`config.mk`:
```
export PLATFORM = sky130hd
export DESIGN_NAME = iir_allpole_3rd_order_mac
export DESIGN_NICKNAME = d
export VERILOG_FILES = /design/src/rtl/filt_pkg.sv /design/src/rtl/signed_mac.sv /design/src/rtl/iir_allpole_3rd_order_mac.sv
export SDC_FILE = /design/constraint.sdc
export NUM_CORES = 1
export LEC_CHECK = 0
export ABC_AREA = 1
export BUFFER_PORTS_ARGS = -buffer_cell sky130_fd_sc_hd__buf_2
export CAP_MARGIN = 20
export CORE_ASPECT_RATIO = 1.75
export CORE_MARGIN = 2
export CORE_UTILIZATION = 35
export CTS_CLUSTER_SIZE = 24
export DETAILED_ROUTE_END_ITERATION = 10
export SYNTH_ARGS = -nofsm -noshare
export SYNTH_HDL_FRONTEND = slang
export SYNTH_SLANG_ARGS = --single-unit
```
`constraint.sdc`:
```
create_clock -name clk -period 8 [get_ports clk]
set_input_delay 0.8 -clock clk [delete_from_list [all_inputs] [get_ports clk]]
set_output_delay 0.8 -clock clk [all_outputs]
set_load 0.005 [all_outputs]
```
`src/rtl/filt_pkg.sv`:
```
// rtl/filt_pkg.sv - shared filter FSM states, Q-format shift and saturation bounds
package filt_pkg;

  typedef enum logic [1:0] {
    ST_IDLE = 2'd0,
    ST_MAC  = 2'd1,
    ST_SAT  = 2'd2,
    ST_OUT  = 2'd3
  } filt_state_t;

  // Coefficients are Q1.(cw-1), so a product is rescaled by cw-1 bits
  function automatic int q_shift(input int coeff_width);
    return coeff_width - 1;
  endfunction

  function automatic longint sat_max(input int data_width);
    return (longint'(1) <<< (data_width - 1)) - 1;
  endfunction

  function automatic longint sat_min(input int data_width);
    return -(longint'(1) <<< (data_width - 1));
  endfunction

endpackage

```
`src/rtl/signed_mac.sv`:
```
// rtl/signed_mac.sv - single-register signed multiply-accumulate with add/subtract select
module signed_mac #(
  parameter int DATA_WIDTH  = 16,
  parameter int COEFF_WIDTH = 16,
  parameter int ACC_WIDTH   = DATA_WIDTH + COEFF_WIDTH + 2
) (
  input  logic                          clk,
  input  logic                          rst,
  input  logic                          clr,
  input  logic                          en,
  input  logic                          sub,
  input  logic signed [DATA_WIDTH-1:0]  operand,
  input  logic signed [COEFF_WIDTH-1:0] coeff,
  output logic signed [ACC_WIDTH-1:0]   acc
);

  localparam int PW = DATA_WIDTH + COEFF_WIDTH;

  logic signed [PW-1:0]        prod;
  logic signed [ACC_WIDTH-1:0] prod_ext;

  // Low PW bits of the widened product are the exact two's-complement result
  always_comb begin
    prod     = $signed({{COEFF_WIDTH{operand[DATA_WIDTH-1]}}, operand})
             * $signed({{DATA_WIDTH{coeff[COEFF_WIDTH-1]}}, coeff});
    prod_ext = {{(ACC_WIDTH-PW){prod[PW-1]}}, prod};
  end

  always_ff @(posedge clk or posedge rst) begin
    if (rst) begin
      acc <= '0;
    end else if (clr) begin
      acc <= '0;
    end else if (en) begin
      acc <= sub ? acc - prod_ext : acc + prod_ext;
    end
  end

endmodule

```
`src/rtl/iir_allpole_3rd_order_mac.sv`:
```
// rtl/iir_allpole_3rd_order_mac.sv - 3rd-order all-pole IIR on one time-shared MAC
module iir_allpole_3rd_order_mac
  import filt_pkg::*;
#(
  parameter int DATA_WIDTH  = 16,
  parameter int COEFF_WIDTH = 16,
  parameter int ACC_WIDTH   = DATA_WIDTH + COEFF_WIDTH + 2
) (
  input  logic                          clk,
  input  logic                          rst,
  input  logic                          clr_state,
  input  logic signed [DATA_WIDTH-1:0]  x,
  input  logic                          in_valid,
  output logic                          in_ready,
  input  logic signed [COEFF_WIDTH-1:0] g0,
  input  logic signed [COEFF_WIDTH-1:0] a1,
  input  logic signed [COEFF_WIDTH-1:0] a2,
  input  logic signed [COEFF_WIDTH-1:0] a3,
  output logic signed [DATA_WIDTH-1:0]  y,
  output logic                          out_valid,
  input  logic                          out_ready,
  output logic                          sat_flag
);

  localparam int QS = q_shift(COEFF_WIDTH);
  localparam logic signed [ACC_WIDTH-1:0]  ACC_MAX = ACC_WIDTH'(sat_max(DATA_WIDTH));
  localparam logic signed [ACC_WIDTH-1:0]  ACC_MIN = ACC_WIDTH'(sat_min(DATA_WIDTH));
  localparam logic signed [DATA_WIDTH-1:0] Y_MAX   = DATA_WIDTH'(sat_max(DATA_WIDTH));
  localparam logic signed [DATA_WIDTH-1:0] Y_MIN   = DATA_WIDTH'(sat_min(DATA_WIDTH));

  filt_state_t                   state;
  logic [1:0]                    tap;
  logic signed [DATA_WIDTH-1:0]  x_s, y1, y2, y3;
  logic signed [COEFF_WIDTH-1:0] g0_s, a1_s, a2_s, a3_s;

  logic                          accept;
  logic signed [DATA_WIDTH-1:0]  mac_operand;
  logic signed [COEFF_WIDTH-1:0] mac_coeff;
  logic signed [ACC_WIDTH-1:0]   acc;
  logic signed [ACC_WIDTH-1:0]   acc_shift;
  logic signed [DATA_WIDTH-1:0]  y_sat;
  logic                          clamped;

  assign accept = in_ready && in_valid && !clr_state;

  always_comb begin
    mac_operand = x_s;
    mac_coeff   = g0_s;
    case (tap)
      2'd1:    begin mac_operand = y1; mac_coeff = a1_s; end
      2'd2:    begin mac_operand = y2; mac_coeff = a2_s; end
      2'd3:    begin mac_operand = y3; mac_coeff = a3_s; end
      default: begin mac_operand = x_s; mac_coeff = g0_s; end
    endcase
  end

  // Feedback taps subtract their product rather than negating the coefficient,
  // so a coefficient of -2^(CW-1) stays exact
  signed_mac #(
    .DATA_WIDTH (DATA_WIDTH),
    .COEFF_WIDTH(COEFF_WIDTH),
    .ACC_WIDTH  (ACC_WIDTH)
  ) u_mac (
    .clk    (clk),
    .rst    (rst),
    .clr    (accept || clr_state),
    .en     (state == ST_MAC),
    .sub    (tap != 2'd0),
    .operand(mac_operand),
    .coeff  (mac_coeff),
    .acc    (acc)
  );

  always_comb begin
    acc_shift = acc >>> QS;
    clamped   = 1'b0;
    y_sat     = acc_shift[DATA_WIDTH-1:0];
    if (acc_shift > ACC_MAX) begin
      y_sat   = Y_MAX;
      clamped = 1'b1;
    end else if (acc_shift < ACC_MIN) begin
      y_sat   = Y_MIN;
      clamped = 1'b1;
    end
  end

  always_ff @(posedge clk or posedge rst) begin
    if (rst) begin
      state     <= ST_IDLE;
      tap       <= 2'd0;
      in_ready  <= 1'b1;
      out_valid <= 1'b0;
      sat_flag  <= 1'b0;
      y         <= '0;
      y1        <= '0;
      y2        <= '0;
      y3        <= '0;
      x_s       <= '0;
      g0_s      <= '0;
      a1_s      <= '0;
      a2_s      <= '0;
      a3_s      <= '0;
    end else if (clr_state) begin
      state     <= ST_IDLE;
      tap       <= 2'd0;
      in_ready  <= 1'b1;
      out_valid <= 1'b0;
      sat_flag  <= 1'b0;
      y         <= '0;
      y1        <= '0;
      y2        <= '0;
      y3        <= '0;
    end else begin
      case (state)
        ST_IDLE: begin
          if (accept) begin
            x_s      <= x;
            g0_s     <= g0;
            a1_s     <= a1;
            a2_s     <= a2;
            a3_s     <= a3;
            tap      <= 2'd0;
            in_ready <= 1'b0;
            state    <= ST_MAC;
          end
        end
        ST_MAC: begin
          tap <= tap + 2'd1;
          if (tap == 2'd3) state <= ST_SAT;
        end
        ST_SAT: begin
          y         <= y_sat;
          y3        <= y2;
          y2        <= y1;
          y1        <= y_sat;
          out_valid <= 1'b1;
          sat_flag  <= sat_flag | clamped;
          state     <= ST_OUT;
        end
        ST_OUT: begin
          if (out_ready) begin
            out_valid <= 1'b0;
            in_ready  <= 1'b1;
            state     <= ST_IDLE;
          end
        end
        default: state <= ST_IDLE;
      endcase
    end
  end

endmodule

```
==> flow_summary.toml, run 1 <==
[timing]
layout_min_cycle_time_ns = 8.62
slew_headroom = 0.253
timing.final.crit_share = 1.08
final_hold_viol_count = 0
worst_pin_slew_ns = 1.12
setup-violations-final = 18
max_freq_ghz = 0.116
finalMaxSlewViolations = 0
setup_slack_ns = -0.617
whs_ns = 0.500
rsz0062_at_grt = "true"
fin_skew_ns = 0.0129

[die]
die_x_um = 187
num_io_pins = 104
fp.dieArea_um2 = 60900
core_um2 = 58300
placementRows = 117
die_h_um = 325
start_util = 0.354

[routing]
num_vias = 19200
drt_iter0_drc = 993
drtPass1Iterations = 5
avgViaCountPerCell = 4.85
wl_per_cell_um = 17.7
drc = 0
wl_mm = 70.0
ant_nets = 0

[synthesis]
ys.flop_type = "dfrtp_1"
synth-async-reset-ratio = 1.00
synth_edf_count = 0
netlist.area_leader.share = 0.255
synth_area_leaders = "fa_1, dfrtp_1, nand2_1"
synth_nets = 3095
ys_seq_elements = 169
synth.distinct_cells = 48
yosysTopAreaCell = "fa_1"
syn_inst = 2622
avgSynthCellArea_um2 = 7.86
ys_warn_count = 0
synth.cell_area_um2 = 20600
ys_seq_area_frac = 0.205

[worst_setup_path]
crit_path_end_kind = "flip-flop"
startpoint_type = "flip-flop"
crit_path_max_incr_delay_ns = 0.59
cp_data_required_time_ns = 8.34
cp.arrival_ns = 8.95
critical_path.slowest_cell = "fa_1"
crit_fanout = 16
path_common_cell = "nand2_1"
criticalPathCategory = "flip-flop to flip-flop"

[grt]
grt_max_degree = 96
gr-usage-all-layers = 0.236
antenna_found_initial = 0
grt_pass1_wl_mm = 111
first_global_vias = 20900
grt_overflow = 0

[finish]
area_delta_synth_final_pct = 39.1
fillers = 5720
num-nets-final = 3649
utilization = 0.492
drive_above_1_share = 0.341
antenna_cells = 0

[clock_network]
path_clk_slew_ns = 0.08
cts.htree.levels = 4
clock-root-buffer = "clkbuf_16"
numCtsBuffers = 17
cts_hold_buf = 0
cts_num_sinks = 169
cts_tree = "yes"
clock_latency_ns = 0.46
clock_path_buffers = 2

[min_path]
hp-class = "flip-flop to flip-flop"

[status]
failed_checks = "negative setup slack"
status = "complete, but fails checks"

[place]
gp_congestion = 0.976
dp_hpwl_mm = 57.6
dpl_worst_slack_ns = -1.18
portBuffers = 103

[run]
maxCapViolCount = 0
cells in the mapped netlist, types with 5 or more instances:
cell / n
a21o_1: 8
buf_1: 10
a32o_1: 5
xnor2_2: 5
nand3_1: 62
o31ai_1: 6
clkbuf_1: 46
nand2_1: 588
or2_2: 7
o21ai_0: 60
o22ai_1: 97
a22o_1: 14
a21oi_1: 69
clkinv_1: 14
nor2_2: 9
ha_1: 125
inv_2: 9
nor3_1: 12
xor2_1: 32
fa_1: 263
nand4_1: 24
nor2_1: 263
inv_1: 584
mux2_2: 78
dfrtp_1: 168
nand3b_1: 6
xnor2_1: 6
nand2_2: 6
a31oi_1: 8
cell families after synthesis:
kind of cell / after synthesis / share of synthesized area
adder cells (fa/ha/maj): 388 / 0.331
flip-flops: 169 / 0.205
buffers and inverters: 664 / 0.121
AO/OA/AOI/OAI: 289 / 0.0849
AND/OR/NAND/NOR: 991 / 0.195
multiplexers: 78 / 0.0426
XOR/XNOR: 43 / 0.0201
state kept, by name, indices dropped and copies added (netlist names):
register / count
a1_s: 16
a2_s: 16
a3_s: 16
g0_s: 16
in_ready: 1
out_valid: 1
sat_flag: 1
state: 2
tap: 2
u_mac.acc: 34
x_s: 16
y1: 16
y2: 16
y3: 16
layout by cell type, fill, tap and decap left out, types with 17 or more instances in the layout:
| master | n |
|---|---|
| dfrtp_1 | 167 |
| nor2_4 | 24 |
| ha_1 | 83 |
| inv_1 | 533 |
| clkbuf_16 | 17 |
| xor2_1 | 28 |
| buf_4 | 416 |
| inv_2 | 50 |
| nor2_2 | 32 |
| o21ai_1 | 23 |
| o21ai_0 | 27 |
| buf_2 | 103 |
| a21oi_1 | 40 |
| o22ai_1 | 63 |
| o22ai_2 | 22 |
| buf_6 | 41 |
| ha_4 | 40 |
| a21oi_2 | 25 |
| nand2_1 | 513 |
| nor2_1 | 217 |
| fa_1 | 258 |
| mux2_2 | 78 |
| buf_12 | 24 |
| nand2_2 | 67 |
| nand4_1 | 24 |
| nand3_1 | 49 |
critical path: cells and delay by family (launching register included):
kind	cells	cell delay, ns
AND/OR/NAND/NOR	18	1.64
adder cells (fa/ha/maj)	9	3.94
buffers and inverters	13	1.18
XOR/XNOR	1	0.41
AO/OA/AOI/OAI	5	0.88
flip-flops	1	0.41
stage by stage:
| step | setup TNS [ns] | cells | instance area [µm²] |
|---|---|---|---|
| global route | -13.99 | 3962 | 28700 |
| finish | -7.02 | 3962 | 28700 |
| floorplan | 0 | 2622 | 20900 |
| global placement | -14.99 | 3864 | 25600 |
| detailed placement | -15.57 | 3864 | 25600 |
| CTS | -5.39 | 3931 | 27700 |
routing by layer:
metal	vias up	wire [µm]	track usage
met1	9432	24500	0.241
met5	-	0	0
met3	219	1660	0.0215
met4	0	6160	0.171
met2	386	37700	0.445
li1	9182	-	-
final cells by class:
cell class / count / area, µm² / share of cell area
clock inverters: 15 / 215 / 0.00751
repair buffers: 592 / 4760 / 0.166
multi-input cells: 1789 / 15700 / 0.548
flip-flops and latches: 169 / 4230 / 0.148
inverters: 607 / 2350 / 0.0821
well taps: 773 / 967 / 0.0338
clock buffers: 17 / 425 / 0.0148
path summary, 6_finish.rpt:
path                                           from                        end  slack (ns)  depth (start not counted)
setup / recovery                 tap[1]$_DFFE_PP0P_  u_mac.acc[33]$_DFFE_PP0P_       -0.62                         46
hold / removal             u_mac.acc[4]$_DFFE_PP0P_   u_mac.acc[4]$_DFFE_PP0P_        0.50                          2
setup reg to reg                 tap[1]$_DFFE_PP0P_  u_mac.acc[33]$_DFFE_PP0P_       -0.62                         46
hold reg to reg            u_mac.acc[4]$_DFFE_PP0P_   u_mac.acc[4]$_DFFE_PP0P_        0.50                          2
max in group asynchronous                       rst        x_s[12]$_DFFE_PP0P_        6.36                          4
min in group asynchronous                       rst      out_valid$_DFFE_PP0P_        0.54                          2
repair_timing:
item                       in CTS  in global routing
pin swaps                     122                103
cloned                          3                  0
setup buffers                  32                 30
setup endpoints to repair      19                 24
gates resized for setup       300                171
Power of run 1 is not shown: default switching activity piles up to over one toggle a cycle in this logic, so the estimate is an artifact.
==> inputs of run 2 (changes only) <==
--- a/config.mk
+++ b/config.mk
@@ -5,7 +5,7 @@
 export SDC_FILE = /design/constraint.sdc
 export NUM_CORES = 1
 export LEC_CHECK = 0
-export ABC_AREA = 1
+export ABC_AREA = 0
 export BUFFER_PORTS_ARGS = -buffer_cell sky130_fd_sc_hd__buf_2
 export CAP_MARGIN = 20
 export CORE_ASPECT_RATIO = 1.75
==> run 2 against run 1 <==
The run still ends with negative setup slack left. Setup slack lost 1.1 ns. Die area shrank 3.3%. Synthesized cell count shrank 18%. Hold slack gained 0.0078 ns. Non-clock buffer count shrank 24. Clock-buffer cell count grew 2. Maximum frequency shrank 11%. Wire length shrank 7.7%. Sequential cell count is the same. Final cell count shrank 13%. Design area shrank 7.3%. Global-route usage shrank 0.96 points.
==> flow_summary.toml, run 2 <==
[status]
status = "complete, but fails checks"
failed_checks = "negative setup slack"

[place]
portBuffers = 103
dp_hpwl_mm = 54.0
dpl_worst_slack_ns = -1.78
place_inst = 3351
gp_congestion = 0.974

[worst_setup_path]
critical_path.slowest_cell = "or4b_4"
crit_buf_inv = 8
crit_start = "tap[1]$_DFFE_PP0P_"
crit_path_end_kind = "flip-flop"
cp_top_family = "adder cells"
r2r-start = "tap[1]$_DFFE_PP0P_"
cp_data_required_time_ns = 8.37
cp.arrival_ns = 10.04
crit_fanout = 7
crit_path_max_incr_delay_ns = 0.55
startpoint_type = "flip-flop"
criticalPathCategory = "flip-flop to flip-flop"
path_common_cell = "fa_1"

[timing]
tns_ns = -21.63
rsz0062_at_grt = "true"
final_hold_viol_count = 0
setup-violations-final = 20
finalMaxSlewViolations = 0
whs_ns = 0.508
timing.final.crit_share = 1.21
layout_min_cycle_time_ns = 9.67
max_freq_ghz = 0.103
slew_headroom = 0.275
fin_skew_ns = 0.0174
setup_slack_ns = -1.67
worst_pin_slew_ns = 1.09

[synthesis]
synth-async-reset-ratio = 1.00
synth.distinct_cells = 77
syn_inst = 2145
netlist.area_leader.share = 0.265
yosysMostFrequentCell = "inv_1"
yosysTopAreaCell = "fa_1"
ys_warn_count = 0
synth.cell_area_um2 = 19900
synth_edf_count = 0
synth_area_leaders = "fa_1, dfrtp_1, ha_1"
ys_seq_elements = 169
synth_nets = 2618
ys.flop_type = "dfrtp_1"
avgSynthCellArea_um2 = 9.28
ys_seq_area_frac = 0.213
netlist_top_cells_count = "inv_1, fa_1, nand2_1, nor2_1, dfrtp_1"

[grt]
antenna_found_initial = 0
grt_max_degree = 86
gr-usage-all-layers = 0.226
grt_overflow = 0
grt_pass1_wl_mm = 103
first_global_vias = 19100

[finish]
largest-register = "u_mac.acc"
mostFrequentLayoutCells = "buf_4, inv_1, fa_1, nand2_1, nor2_1"
stdcell_count = 3431
area_delta_synth_final_pct = 33.5
drive_above_1_share = 0.325
antenna_cells = 0
final_common_cell = "buf_4"
largest_register_ffs = 34
num-nets-final = 3131

[routing]
num_vias = 17300
drc = 0
ant_nets = 0
wl_per_cell_um = 18.8
drt_iter0_drc = 857
drtPass1Iterations = 5
wl_mm = 64.6
avgViaCountPerCell = 5.04

[die]
num_io_pins = 104
placementRows = 115
die_x_um = 184
die_h_um = 319
core_um2 = 56300
fp.dieArea_um2 = 58900
start_util = 0.354

[clock_network]
clock_path_buffers = 2
cts_num_sinks = 169
path_clk_slew_ns = 0.07
cts_tree = "yes"
clock_latency_ns = 0.45
numCtsBuffers = 17
cts.htree.levels = 4
clock-root-buffer = "clkbuf_16"
cts_hold_buf = 0

[run]
maxCapViolCount = 0

[min_path]
hp-class = "input port to asynchronous set/reset pin"
run 2: cell families (layout without fill, tap and decap cells):
| logic type | Yosys count | count (layout) | synth area share |
|---|---|---|---|
| buffers and inverters | 408 | 934 | 0.0776 |
| DFF | 169 | 169 | 0.213 |
| AOI/OAI and AO/OA | 307 | 307 | 0.103 |
| adders and majority gates | 388 | 388 | 0.343 |
| and+or+nand+nor | 617 | 617 | 0.134 |
| xor gates and xnor gates | 77 | 77 | 0.0339 |
| muxes | 179 | 179 | 0.0965 |
run 2: area by class of cell:
class	count	area, µm²
Multi-Input combinational cell	1568	15100
Timing Repair Buffer	568	4390
Clock buffer	19	433
Inverter	334	1260
Sequential cell	169	4230
Tap cell	760	951
Fill cell	5230	29700
Clock inverter	13	206
run 2: metal layers:
| metal | up-vias | part of all wire | GRT usage | routed length, µm |
|---|---|---|---|---|
| met2 | 422 | 0.54 | 0.427 | 34900 |
| met4 | 0 | 0.079 | 0.144 | 5100 |
| met1 | 8689 | 0.36 | 0.239 | 23000 |
| li1 | 7988 | - | - | - |
| met5 | - | 0 | 0 | 0 |
| met3 | 185 | 0.025 | 0.0181 | 1610 |
run 2: final timing paths:
path,end,slack [ns],cells after the start
min,out_valid$_DFFE_PP0P_,0.51,2
max in group asynchronous,x_s[12]$_DFFE_PP0P_,6.21,4
min reg2reg,a2_s[15]$_DFFE_PP0P_,0.51,1
max reg2reg,u_mac.acc[33]$_DFFE_PP0P_,-1.67,39
min in group clk,a2_s[15]$_DFFE_PP0P_,0.51,1
max,u_mac.acc[33]$_DFFE_PP0P_,-1.67,39
run 2: what timing repair did:
item | in CTS | in global routing
cloned | 1 | 0
buffers inserted | 23 | 24
hold endpoints to repair | 0 | 0
gates resized for setup | 91 | 93
endpoints found under the setup margin | 22 | 24
pin swaps | 36 | 69
run 2: stage by stage:
stage | instance area, µm² | util
finish | 26600 | 0.472
global route | 26600 | 0.472
CTS | 25900 | 0.461
detailed placement | 24600 | 0.437
global placement | 24600 | 0.437
floorplan | 20200 | -
Power of run 2 is left out for the same reason.
